==> src/rtl/dsp_pkg.sv <==
// dsp_pkg: shared DSP widths and frame-accumulator state encodings.
package dsp_pkg;
   localparam int P_W  = 48;
   localparam int AB_W = 18;
   typedef enum logic [1:0] {
      ST_IDLE  = 2'd0,
      ST_ACCUM = 2'd1,
      ST_HOLD  = 2'd2
   } state_t;
endpackage

==> src/rtl/dsp_shift_sat.sv <==
// dsp_shift_sat: arithmetic right shift of the frame sum, then clip (DSP_ACC_SAT_EN) or wrap to OUT_W.
module dsp_shift_sat #(
   parameter int ACC_W = 56,
   parameter int OUT_W = 48,
   parameter int SHIFT = 0
) (
   input  logic signed [ACC_W-1:0] i_sum,
   output logic        [OUT_W-1:0] o_data,
   output logic                    o_sat
);
   logic signed [ACC_W-1:0] w_s;
   assign w_s = i_sum >>> SHIFT;
`ifdef DSP_ACC_SAT_EN
   localparam logic [OUT_W-1:0] MAXV = {OUT_W{1'b1}} >> 1;
   localparam logic [OUT_W-1:0] MINV = ~MAXV;
   logic [ACC_W-OUT_W:0] w_hi;
   logic                 w_ovf;
   // The value fits iff every bit above the OUT_W sign bit copies it.
   assign w_hi   = w_s[ACC_W-1:OUT_W-1];
   assign w_ovf  = !((&w_hi) || !(|w_hi));
   assign o_data = w_ovf ? (w_s[ACC_W-1] ? MINV : MAXV) : w_s[OUT_W-1:0];
   assign o_sat  = w_ovf;
`else
   logic w_unused_hi;
   assign w_unused_hi = ^w_s;
   assign o_data      = w_s[OUT_W-1:0];
   assign o_sat       = 1'b0;
`endif
endmodule

==> src/rtl/dsp_frame_accumulator.sv <==
// dsp_frame_accumulator: sums FRAME_LEN signed P samples, scales, hands off over valid/ready.
// Optional clipping with out_sat is enabled by defining DSP_ACC_SAT_EN.
module dsp_frame_accumulator
   import dsp_pkg::*;
#(
   parameter int LEN_W = 8,
   parameter int SHIFT = 0,
   parameter int OUT_W = 48
) (
   input  logic             clk,
   input  logic             rst_n,
   input  logic             in_valid,
   input  logic [P_W-1:0]   in_p,
   output logic             in_ready,
   input  logic [LEN_W-1:0] frame_len,
   output logic             out_valid,
   output logic [OUT_W-1:0] out_data,
   output logic             out_sat,
   input  logic             out_ready
);
   localparam int ACC_W = P_W + LEN_W;

   state_t             r_state;
   logic [ACC_W-1:0]   r_acc;
   logic [LEN_W-1:0]   r_cnt;
   logic [LEN_W-1:0]   r_len_q;
   logic               r_out_valid;
   logic [OUT_W-1:0]   r_out_data;
   logic               r_out_sat;

   logic               w_accept;
   logic               w_idle;
   logic               w_last;
   logic [LEN_W-1:0]   w_len_eff;
   logic [ACC_W-1:0]   w_in_ext;
   logic [ACC_W-1:0]   w_sum;
   logic [OUT_W-1:0]   w_data;
   logic               w_sat;

   assign in_ready  = r_state != ST_HOLD;
   assign w_accept  = in_valid && in_ready;
   assign w_idle    = r_state == ST_IDLE;
   assign w_len_eff = (frame_len == '0) ? LEN_W'(1) : frame_len;
   assign w_in_ext  = {{LEN_W{in_p[P_W-1]}}, in_p};
   assign w_sum     = (w_idle ? '0 : r_acc) + w_in_ext;
   // cnt < len_q throughout ACCUM, so cnt+1 cannot wrap.
   assign w_last    = w_idle ? (w_len_eff == LEN_W'(1)) : (r_cnt + 1'b1 == r_len_q);

   dsp_shift_sat #(
      .ACC_W(ACC_W),
      .OUT_W(OUT_W),
      .SHIFT(SHIFT)
   ) u_shift_sat (
      .i_sum (w_sum),
      .o_data(w_data),
      .o_sat (w_sat)
   );

   always_ff @(posedge clk or negedge rst_n) begin
      if (!rst_n) begin
         r_state     <= ST_IDLE;
         r_acc       <= '0;
         r_cnt       <= '0;
         r_len_q     <= '0;
         r_out_valid <= 1'b0;
         r_out_data  <= '0;
         r_out_sat   <= 1'b0;
      end else begin
         case (r_state)
            ST_IDLE, ST_ACCUM: begin
               if (w_accept) begin
                  r_acc <= w_sum;
                  r_cnt <= w_idle ? LEN_W'(1) : r_cnt + 1'b1;
                  if (w_idle)
                     r_len_q <= w_len_eff;
                  if (w_last) begin
                     r_state     <= ST_HOLD;
                     r_out_valid <= 1'b1;
                     r_out_data  <= w_data;
                     r_out_sat   <= w_sat;
                  end else begin
                     r_state <= ST_ACCUM;
                  end
               end
            end
            ST_HOLD: begin
               if (out_ready) begin
                  r_state     <= ST_IDLE;
                  r_out_valid <= 1'b0;
                  r_acc       <= '0;
                  r_cnt       <= '0;
               end
            end
            default: r_state <= ST_IDLE;
         endcase
      end
   end

   assign out_valid = r_out_valid;
   assign out_data  = r_out_data;
   assign out_sat   = r_out_sat;
endmodule

==> config.mk <==
export PLATFORM = sky130hd
export DESIGN_NAME = dsp_frame_accumulator
export DESIGN_NICKNAME = d
export VERILOG_FILES = /design/src/rtl/dsp_pkg.sv /design/src/rtl/dsp_shift_sat.sv /design/src/rtl/dsp_frame_accumulator.sv
export SDC_FILE = /design/constraint.sdc
export NUM_CORES = 1
export LEC_CHECK = 0
export BUFFER_PORTS_ARGS = -buffer_cell sky130_fd_sc_hd__buf_2
export CAP_MARGIN = 20
export CORE_UTILIZATION = 50
export DETAILED_ROUTE_END_ITERATION = 10
export GPL_TIMING_DRIVEN = 0
export PLACE_DENSITY = 0.71
export REMOVE_ABC_BUFFERS = 1
export SYNTH_ARGS = -nofsm -noshare
export SYNTH_HDL_FRONTEND = slang
export SYNTH_SLANG_ARGS = --single-unit
==> constraint.sdc <==
create_clock -name clk -period 11.31 [get_ports clk]
set_clock_uncertainty 0.05 [all_clocks]
set_input_delay 2.262 -clock clk [delete_from_list [all_inputs] [get_ports clk]]
set_output_delay 2.262 -clock clk [all_outputs]
set_load 0.03 [all_outputs]
# ---- After elaboration in Yosys (flattened, before gate mapping)
# Index checks and enable logic that the tools add are counted.
dict set report word_totals {
  regBits 123
  out_inout_bits 51
  wordCells 44
}
dict set report classes {
  add_sub_neg 2
  eq_ne 8
  n_mux 18
  reduce_logical 10
}
# operator n
set op_table {}
lappend op_table {{two-way mux 56 bit} 3}
lappend op_table {{case mux 56 bit (2 select lines)} 1}
lappend op_table {{adder 56 bit} 1}
lappend op_table {{two-way mux 8 bit} 4}
lappend op_table {{case mux 8 bit (2 select lines)} 1}
lappend op_table {{AND reduction 3 bit} 3}
lappend op_table {{adder 8 x 1 -> 8 bit, second input constant} 1}
lappend op_table {{== test 8 x 1 -> 1 bit, second input constant} 1}
lappend op_table {{== test 8 bit} 1}
lappend op_table {{zero test 8 bit} 1}
lappend op_table {{inequality test 2 bit, second input constant} 4}
lappend op_table {{two-way mux 2 bit} 3}
lappend op_table {{two-way mux 1 bit} 4}
lappend op_table {{case mux 2 bit (2 select lines)} 1}
lappend op_table {{AND reduction 4 bit} 1}
lappend op_table {{== test 2 x 1 -> 1 bit, second input constant} 1}
lappend op_table {{== test 2 bit, second input constant} 1}
lappend op_table {{zero test 2 bit} 1}
lappend op_table {{case mux 1 bit (2 select lines)} 1}
lappend op_table {{AND reduction 2 bit} 1}
lappend op_table {{nonzero test 2 bit} 1}
lappend op_table {{OR reduction 2 bit} 1}
lappend op_table {{logical AND 1 bit} 1}

# ---- Longest topological paths before layout
# Gate-level depths: netlist of the first run.
dict set report depth {
  depth_word 7
  depth_mapped 15
  ltp_nobuf 13
}

# ---- By module
# From an unflattened synthesis of the first run, not the netlist that was laid out.
dict set report hier_totals {
  hier_cells 922
  hier_area_um2 8972.4
}
# mod n_inst cells_per_inst area_each_um2 seq_area_each_um2
set modules_own_cells {}
lappend modules_own_cells {dsp_frame_accumulator 1 872 8600.7 3103.0}
lappend modules_own_cells {dsp_shift_sat 1 50 371.6 0.0}

# ---- Worst setup path after synthesis of the first run
# OpenSTA, ideal clock, no wires.
dict set report synth_timing {
  kind {input port to flip-flop}
  startpoint {input in_p[0]}
  endpoint {register r_out_data[28], in the netlist out_data[28]}
  t_arrival_ns 4.555
  t_required_ns 11.135
  slack_ns 6.580
  path_stages 11
  path_cell_list {ha_1 fa_1 a21o_1 a31o_1 nand4_2 a21oi_1 or3_4 a21o_1 a31oi_1 xnor2_1 mux2_4}
}
dict set report synth_between {
  elab_chain_cells 1
}
# element line_no
set synth_rtl {}
lappend synth_rtl {{start, declared} dsp_frame_accumulator.sv:13} ;# input logic [P_W-1:0] in_p,
lappend synth_rtl {{adder 56 bit} dsp_frame_accumulator.sv:45} ;# assign w_sum = (w_idle ? '0 : r_acc) + w_in_ext;
lappend synth_rtl {{end signal, assigned} dsp_frame_accumulator.sv:79} ;# r_out_data <= w_data;
lappend synth_rtl {{end, declared} dsp_frame_accumulator.sv:28} ;# logic [OUT_W-1:0] r_out_data;
# Every way passes these cells.
# A chain may end at the register's enable or synchronous reset.

# ---- Worst setup path in the final report of the first run
dict set report layout_timing {
  startpoint {input in_p[0]}
  endpoint {register r_out_data[44], in the netlist out_data[44]}
}
# The elaborated chain is that of the path after synthesis.

==> impl_results.md, run 1 <==
- Maximum buffer depth of the clock tree: 2
- Final Cycle Share: around 42%
- Synth top area share: 37.00%
- Die span in x: 126.7 um
- Floorplan die height: 126.7 um
- Num ports: 111
- Number of slew-limit violations in the final report: 0
- Simple-gate area share of the yosys netlist: 15.78%
- Arrival time at the worst endpoint: between 5000 and 6000 ps
- Detailed-route vias per instance: 5.840
- Num rows: 45
- Final routed wirelength across all metal layers: about 18000 um
- Cells taking the most area after synthesis: sky130_fd_sc_hd__dfrtp_1, sky130_fd_sc_hd__ha_1, sky130_fd_sc_hd__mux2_2, sky130_fd_sc_hd__a21oi_1, sky130_fd_sc_hd__nor2b_1
- Count of endpoints failing hold in the final timing report: 0
- Setup TNS: 0 ps
- PwrDens: 347.2 nW/um2
- Number of antenna cells inserted: 0
- Clock Pin Slew Worst Setup and Hold Paths: 60 ps
- CTS root buffer: sky130_fd_sc_hd__clkbuf_16
- Design Area, Final: 9139 um2
- Via count of the first global-routing pass: 6291
- TritonCTS sink count: 115
- Proportion of synthesized area in mux cells: 7.497%
- Maximum level of the CTS H-tree: 4
- Global-route total usage across every layer: between 20% and 30%
- Average wire per cell in the routed design: 16.63 um
- Count of unresolved DRC violations after routing: 0
- Area overhead of the layout relative to synthesis: 17.50%
- Yosys top cell by area: sky130_fd_sc_hd__dfrtp_1
- Yosys warning count: 0
- Startpoint type of the worst setup path: primary input
- Maximum clock frequency: 209.6 MHz
- Count of nets after finishing: 1016
- Post-CTS Setup Inserts: 0
- Slew Limit Headroom: 51.00%
- Result of the run: complete, no violations
- Layout cell share with drive strength beyond 1: between 20 and 25%
- Unrepaired setup endpoints after global routing: false
- Main synth FF type: sky130_fd_sc_hd__dfrtp_1
- Post-synthesis cell count: between 800 and 900
- Synthesized-area fraction occupied by xor and xnor cells: 5.968%
- Number of cells traversed by the worst hold path: 2
- WHS: 417.2 ps
- Category of the critical setup timing path: primary input to flip-flop
- Type of element capturing the critical path: flip-flop
- Routed vias: 6471
- Peak per-stage delay on the critical path: 420 ps
- CTS tree: yes
- Max FO, Critical Path: 3
- Worst-path cell chain: buf_2, ha_1, fa_1, a21o_1, a31o_1, nand4_2, a21oi_1, o21ai_1, nand2_1, a21oi_1, mux2i_1, a211o_1
- Largest net degree at the start of global routing: 86
- Dominant combinational cell family by area after synthesis: compound AO/OA/AOI/OAI gates
- Area after DPL: 8498 um2
- Mean Syn Cell Area: 9.485 um2
- Area occupied by registers: 2878 um2
- Antenna violation net count after detailed routing: 0
- MaxCap Viol Count: 0
- Clock latency reported for the late side of the worst-skew pair: ~420 ps
- Area of the multi-input gates: about 4700 um2
- VDD IR-drop max: 0.2173 mV
- Number of enable flip-flop cells after synthesis: 0
- Slowest-stage cell, CP: sky130_fd_sc_hd__fa_1
- Port bufs: 109
- DR pass1 iterations: 5
- Register area share after synthesis: 37.00%
- Core region area: 15200 um2
- Post-layout minimum cycle time: 4770 ps
- Finish-stage setup viols: 0
- Cell with the most instances on the worst path: sky130_fd_sc_hd__a21oi_1
- Routability-driven placement congestion ratio: about 0.88
- Count of filler cells inserted in the layout: 1357
- Worst-case setup slack after placement: 6172 ps
- Total CTS buffers: 17
- Cell variety after synth: 69
- Slew @ Worst Pin: between 700 and 800 ps
- Netlist area before placement: 7777 um2
- Proportion of register bits with asynchronous set or reset after synthesis: 100.0%
- Flop and latch count out of synthesis: 115
- Min-Delay Path Class: flip-flop to flip-flop
- Number of antenna violations at the first check in global routing: 0
- Post-cts sizing count: 0
- Share of the synthesized area in compound gates (AO/OA/AOI/OAI): 22.25%
- Global-route congestion overflow total: 0
- Required time of the worst setup path: 11570 ps
- Total Die Area: 16060 um2
- Initial cell density of the core: around 51%
- Number of hold-repair buffers added at the cts stage: 0
- HPWL reported at the end of detailed placement: 13420 um
- Post-synthesis adder-cell area fraction: under 10%
- Final setup slack of the worst path: 6540 ps
- Static leakage: 4.384 nW
- First-pass GRT wire length: 30960 um
- Cells on worst reg2reg path: 13
- Number of DRC markers in iteration 0: 326
==> final timing paths <==
check,startpoint,end,slack [ps]
max,in_p[0],out_data[44]$_DFFE_PN0P_,6540
min,r_acc[38]$_DFFE_PN0P_,r_acc[38]$_DFFE_PN0P_,420
max reg2reg,r_state[1]$_DFFE_PN0P_,r_acc[47]$_DFFE_PN0P_,7190
min reg2reg,r_acc[38]$_DFFE_PN0P_,r_acc[38]$_DFFE_PN0P_,420
max in group asynchronous,rst_n,r_cnt[6]$_DFFE_PN0P_,8840
min in group asynchronous,rst_n,out_data[21]$_DFFE_PN0P_,1660
==> flip-flops by register name, summed over array words and instances, names as in the netlist <==
register and flops:
out_data 48, r_acc 48, r_cnt 8, r_len_q 8
r_state 2, out_valid 1
==> final cells by class <==
cell class	instances	area share, %
inverter	16	0.6572
multi-input combinational	643	50.89
timing repair buffer	114	7.380
clock buffer	18	4.696
sequential	115	31.49
tap	188	2.574
clock inverter	14	2.314
==> cell families after synthesis <==
kind of cell / Yosys count
AO/OA/AOI/OAI: 253
buffers and inverters: 62
XOR/XNOR: 53
adder cells (fa/ha/maj): 49
other: 1
flip-flops: 115
multiplexers: 52
AND/OR/NAND/NOR: 235
==> worst max-delay path: cells and delay by family <==
family                   cells  cell delay [ps]
AO/OA/AOI/OAI                6             1550
adder cells (fa/ha/maj)      2              650
AND/OR/NAND/NOR              2              300
multiplexers                 1              140
buffers and inverters        1              110
==> Yosys cell counts, drive strengths merged (7+ instances only) <==
cell type	number
clkbuf	24
o21bai	10
a21o	25
o21ai	49
nor3	8
inv	16
nand2	64
a21oi	72
nand2b	8
nand3	19
o211ai	8
xnor2	35
dfrtp	115
xor2	18
buf	22
nor2	44
mux2	47
o21a	7
nor2b	53
a22o	37
ha	48
nand4	12
==> power breakdown <==
group          total [W]  switching (W)  internal [W]
sequential      0.000716       0.000108      0.000608
combinational    0.00187        0.00111      0.000766
clock           0.000585       0.000196      0.000389
total            0.00317        0.00141       0.00176
==> placed cells by master, fill, tap and decap left out, types with 25 or more instances in the layout <==
cell type	count
sky130_fd_sc_hd__dfrtp_1	115
sky130_fd_sc_hd__buf_2	108
sky130_fd_sc_hd__a21oi_1	67
sky130_fd_sc_hd__nand2_1	64
sky130_fd_sc_hd__nor2b_1	52
sky130_fd_sc_hd__ha_1	48
sky130_fd_sc_hd__o21ai_0	45
sky130_fd_sc_hd__mux2_2	44
sky130_fd_sc_hd__nor2_1	42
sky130_fd_sc_hd__a22o_1	37
sky130_fd_sc_hd__xnor2_1	35
sky130_fd_sc_hd__a21o_1	25
==> per-stage QoR <==
step                util, %  instances  power, W
CTS                   60.12       1108  0.003180
floorplan                 -        774  0.002137
global placement      54.91       1071  0.002530
finish                60.12       1108  0.003173
detailed placement    55.90       1076  0.002571
global route          60.12       1108  0.003426
==> routing by layer <==
metal | up-vias | part of all wire [%] | global-route usage (%)
met1 | 3135 | 47 | 32.12
met5 | - | 0 | 0
li1 | 3165 | - | -
met3 | 22 | 4.4 | 6.242
met2 | 149 | 47 | 40.10
met4 | 0 | 1.2 | 6.092
(Power assumes the default switching activity.)
==> run 2: changes to the inputs <==
--- a/config.mk
+++ b/config.mk
@@ -10,7 +10,7 @@
 export CORE_UTILIZATION = 50
 export DETAILED_ROUTE_END_ITERATION = 10
 export GPL_TIMING_DRIVEN = 0
-export PLACE_DENSITY = 0.71
+export PLACE_DENSITY = 0.74
 export REMOVE_ABC_BUFFERS = 1
 export SYNTH_ARGS = -nofsm -noshare
 export SYNTH_HDL_FRONTEND = slang
==> constraint.sdc (replaced) <==
create_clock -name clk -period 4.2 [get_ports clk]
set_clock_uncertainty 0.05 [all_clocks]
set_input_delay 0.84 -clock clk [delete_from_list [all_inputs] [get_ports clk]]
set_output_delay 0.84 -clock clk [all_outputs]
set_load 0.03 [all_outputs]
==> impl_results.md, run 2 (synthesis gave the netlist of run 1 again) <==
- Result of the run: complete, no violations
- MaxCap Viol Count: 0
- Finish-stage setup viols: 0
- Die span in x: 126.7 um
- PwrDens: around 930 nW/um2
- Largest net degree at the start of global routing: 77
- Final Cycle Share: roughly 94%
- CTS root buffer: sky130_fd_sc_hd__clkbuf_16
- Placed cell count: 1076
- Proportion of power drawn by flip-flops and latches: between 20% and 30%
- Clock latency reported for the late side of the worst-skew pair: 420 ps
- Routed vias: approximately 6600
- Global-route congestion overflow total: 0
- Maximum level of the CTS H-tree: 4
- Slew @ Worst Pin: 778.3 ps
- Total power draw: 0.008509 W
- Clock network power share: between 10% and 20%
- Combinational power share: 59.9%
- Port bufs: roughly 110
- Area overhead of the layout relative to synthesis: 17.47%
- Count of nets after finishing: 1019
- HPWL reported at the end of detailed placement: between 10000 and 15000 um
- Worst-case setup slack after placement: 67.86 ps
- First-pass GRT wire length: 31860 um
- Number of antenna violations at the first check in global routing: 0
- Slowest-stage cell, CP: sky130_fd_sc_hd__dfrtp_1
- Post-layout minimum cycle time: 3935 ps
- Total CTS buffers: 17
- Number of slew-limit violations in the final report: 0
- Final routed wirelength across all metal layers: 19180 um
- Unrepaired setup endpoints after global routing: false
- Worst-path cell chain: nor2_4, buf_4, buf_16, nor2b_1, ha_1, a21oi_2, o21ai_0, a221oi_1, o211ai_2, a21oi_2, nor2_1, o311a_4, mux2i_1, a211oi_1
- Design internal power: 0.004648 W
- Via count of the first global-routing pass: ~6400
- VDD IR-drop max: 0.4652 mV
- Required time of the worst setup path: 4480 ps
- Num rows: 45
- Worst Path Buf+Inv: 2
- Num ports: 111
- Most common library cell in the layout ignoring fill and taps: sky130_fd_sc_hd__dfrtp_1
- Number of hold-repair buffers added at the cts stage: 0
- Startpoint type of the worst setup path: flip-flop
- Number of DRC markers in iteration 0: approximately 380
- Setup slack of the worst register-to-register path: roughly 270 ps
- Initial cell density of the core: 51.16%
- Count of endpoints failing hold in the final timing report: 0
- Max FO, Critical Path: 25
- Switching power of the nets: 0.003861 W
- Routability-driven placement congestion ratio: 0.9150
- TritonCTS sink count: ~120
- Arrival time at the worst endpoint: 4210 ps
- Cell with the most instances on the worst path: sky130_fd_sc_hd__a21oi_2
- CP delay by family, top: compound AO/OA/AOI/OAI gates
- Total Die Area: ~16000 um2
- Peak per-stage delay on the critical path: 590 ps
- Static leakage: ~4.4 nW
- Number of antenna cells inserted: 0
- Floorplan die height: 126.7 um
- Top library cells by usage in the layout, fill and taps aside: sky130_fd_sc_hd__dfrtp_1, sky130_fd_sc_hd__buf_2, sky130_fd_sc_hd__a21oi_1
- Min-Delay Path Class: primary input to async pin
- Setup TNS: 0 ps
- Core region area: 15200 um2
- Final standard cell utilization of the core: 60.10%
- DR pass1 iterations: 5
- Global-route total usage across every layer: 25.13%
- Maximum buffer depth of the clock tree: 2
- Antenna violation net count after detailed routing: 0
- CTS tree: yes
- Type of element capturing the critical path: flip-flop
- Slew Limit Headroom: 47.99%
- Maximum clock frequency: 254.1 MHz
- Count of unresolved DRC violations after routing: 0
- Layout Cells excl Fill: 1111
- Clock Pin Slew Worst Setup and Hold Paths: approximately 60 ps
- Layout cell share with drive strength beyond 1: between 20% and 30%
- Detailed-route vias per instance: approximately 5.9
- Average wire per cell in the routed design: 17.27 um
- Final setup slack of the worst path: 265.1 ps
- Category of the critical setup timing path: flip-flop to flip-flop
- Sw frac: 45.37%
==> run 2: layer usage <==
layer	track usage, %	part of all wire [%]	up-vias
met5	0	0	-
met4	7.843	1.3	0
met3	5.483	4.7	27
met2	39.75	46	202
met1	34.49	48	3210
li1	-	-	3170
==> run 2: what timing repair did <==
item	in CTS	in global routing
hold endpoints to repair	0	0
endpoints found under the setup margin	0	17
gates resized for setup	0	1
setup buffers	0	2
==> run 2: cell type report <==
cell class	count	area, um2
Clock buffer	18	429.2
Tap cell	188	235.2
Clock inverter	14	162.7
Multi-Input combinational cell	644	4662
Inverter	16	60.06
Fill cell	1358	6066
Timing Repair Buffer	116	709.4
Sequential cell	115	2878
==> run 2: worst register-to-register path, cell delays in order (launching register included) <==
cell and delay [ps]:
sky130_fd_sc_hd__dfrtp_1 590, sky130_fd_sc_hd__nor2_4 290, sky130_fd_sc_hd__buf_4 170, sky130_fd_sc_hd__buf_16 160, sky130_fd_sc_hd__nor2b_1 80, sky130_fd_sc_hd__ha_1 380, sky130_fd_sc_hd__a21oi_2 220, sky130_fd_sc_hd__o21ai_0 140
sky130_fd_sc_hd__a221oi_1 460, sky130_fd_sc_hd__o211ai_2 180, sky130_fd_sc_hd__a21oi_2 240, sky130_fd_sc_hd__nor2_1 120, sky130_fd_sc_hd__o311a_4 420, sky130_fd_sc_hd__mux2i_1 130, sky130_fd_sc_hd__a211oi_1 220
==> run 2: worst paths after layout <==
path | startpoint | to | depth (start not counted)
max | r_state[0]$_DFFE_PN0P_ | r_acc[47]$_DFFE_PN0P_ | 14
min | rst_n | r_acc[22]$_DFFE_PN0P_ | 1
min in group clk | r_acc[42]$_DFFE_PN0P_ | r_acc[42]$_DFFE_PN0P_ | 2
max in group asynchronous | rst_n | r_len_q[3]$_DFFE_PN0P_ | 2
max reg2reg | r_state[0]$_DFFE_PN0P_ | r_acc[47]$_DFFE_PN0P_ | 14
min reg2reg | r_acc[42]$_DFFE_PN0P_ | r_acc[42]$_DFFE_PN0P_ | 2
==> run 2: power by group through the flow <==
stage | Sequential [W] | Clock [W] | Combinational, W
6_report | 0.00194 | 0.00147 | 0.00509
5_1_grt | 0.00201 | 0.00155 | 0.00560
4_1_cts | 0.00194 | 0.00149 | 0.00505
3_5_place_dp | 0.00194 | 0 | 0.00502
3_3_place_gp | 0.00192 | 0 | 0.00488
2_1_floorplan | 0.00233 | 0 | 0.00342
==> run 2: through the flow <==
step                hold slack, ps  area [um2]
finish                       271.9        9136
floorplan                    390.7        7567
detailed placement           413.8        8506
global route                 292.3        9136
global placement             401.2        8348
CTS                          274.8        9097
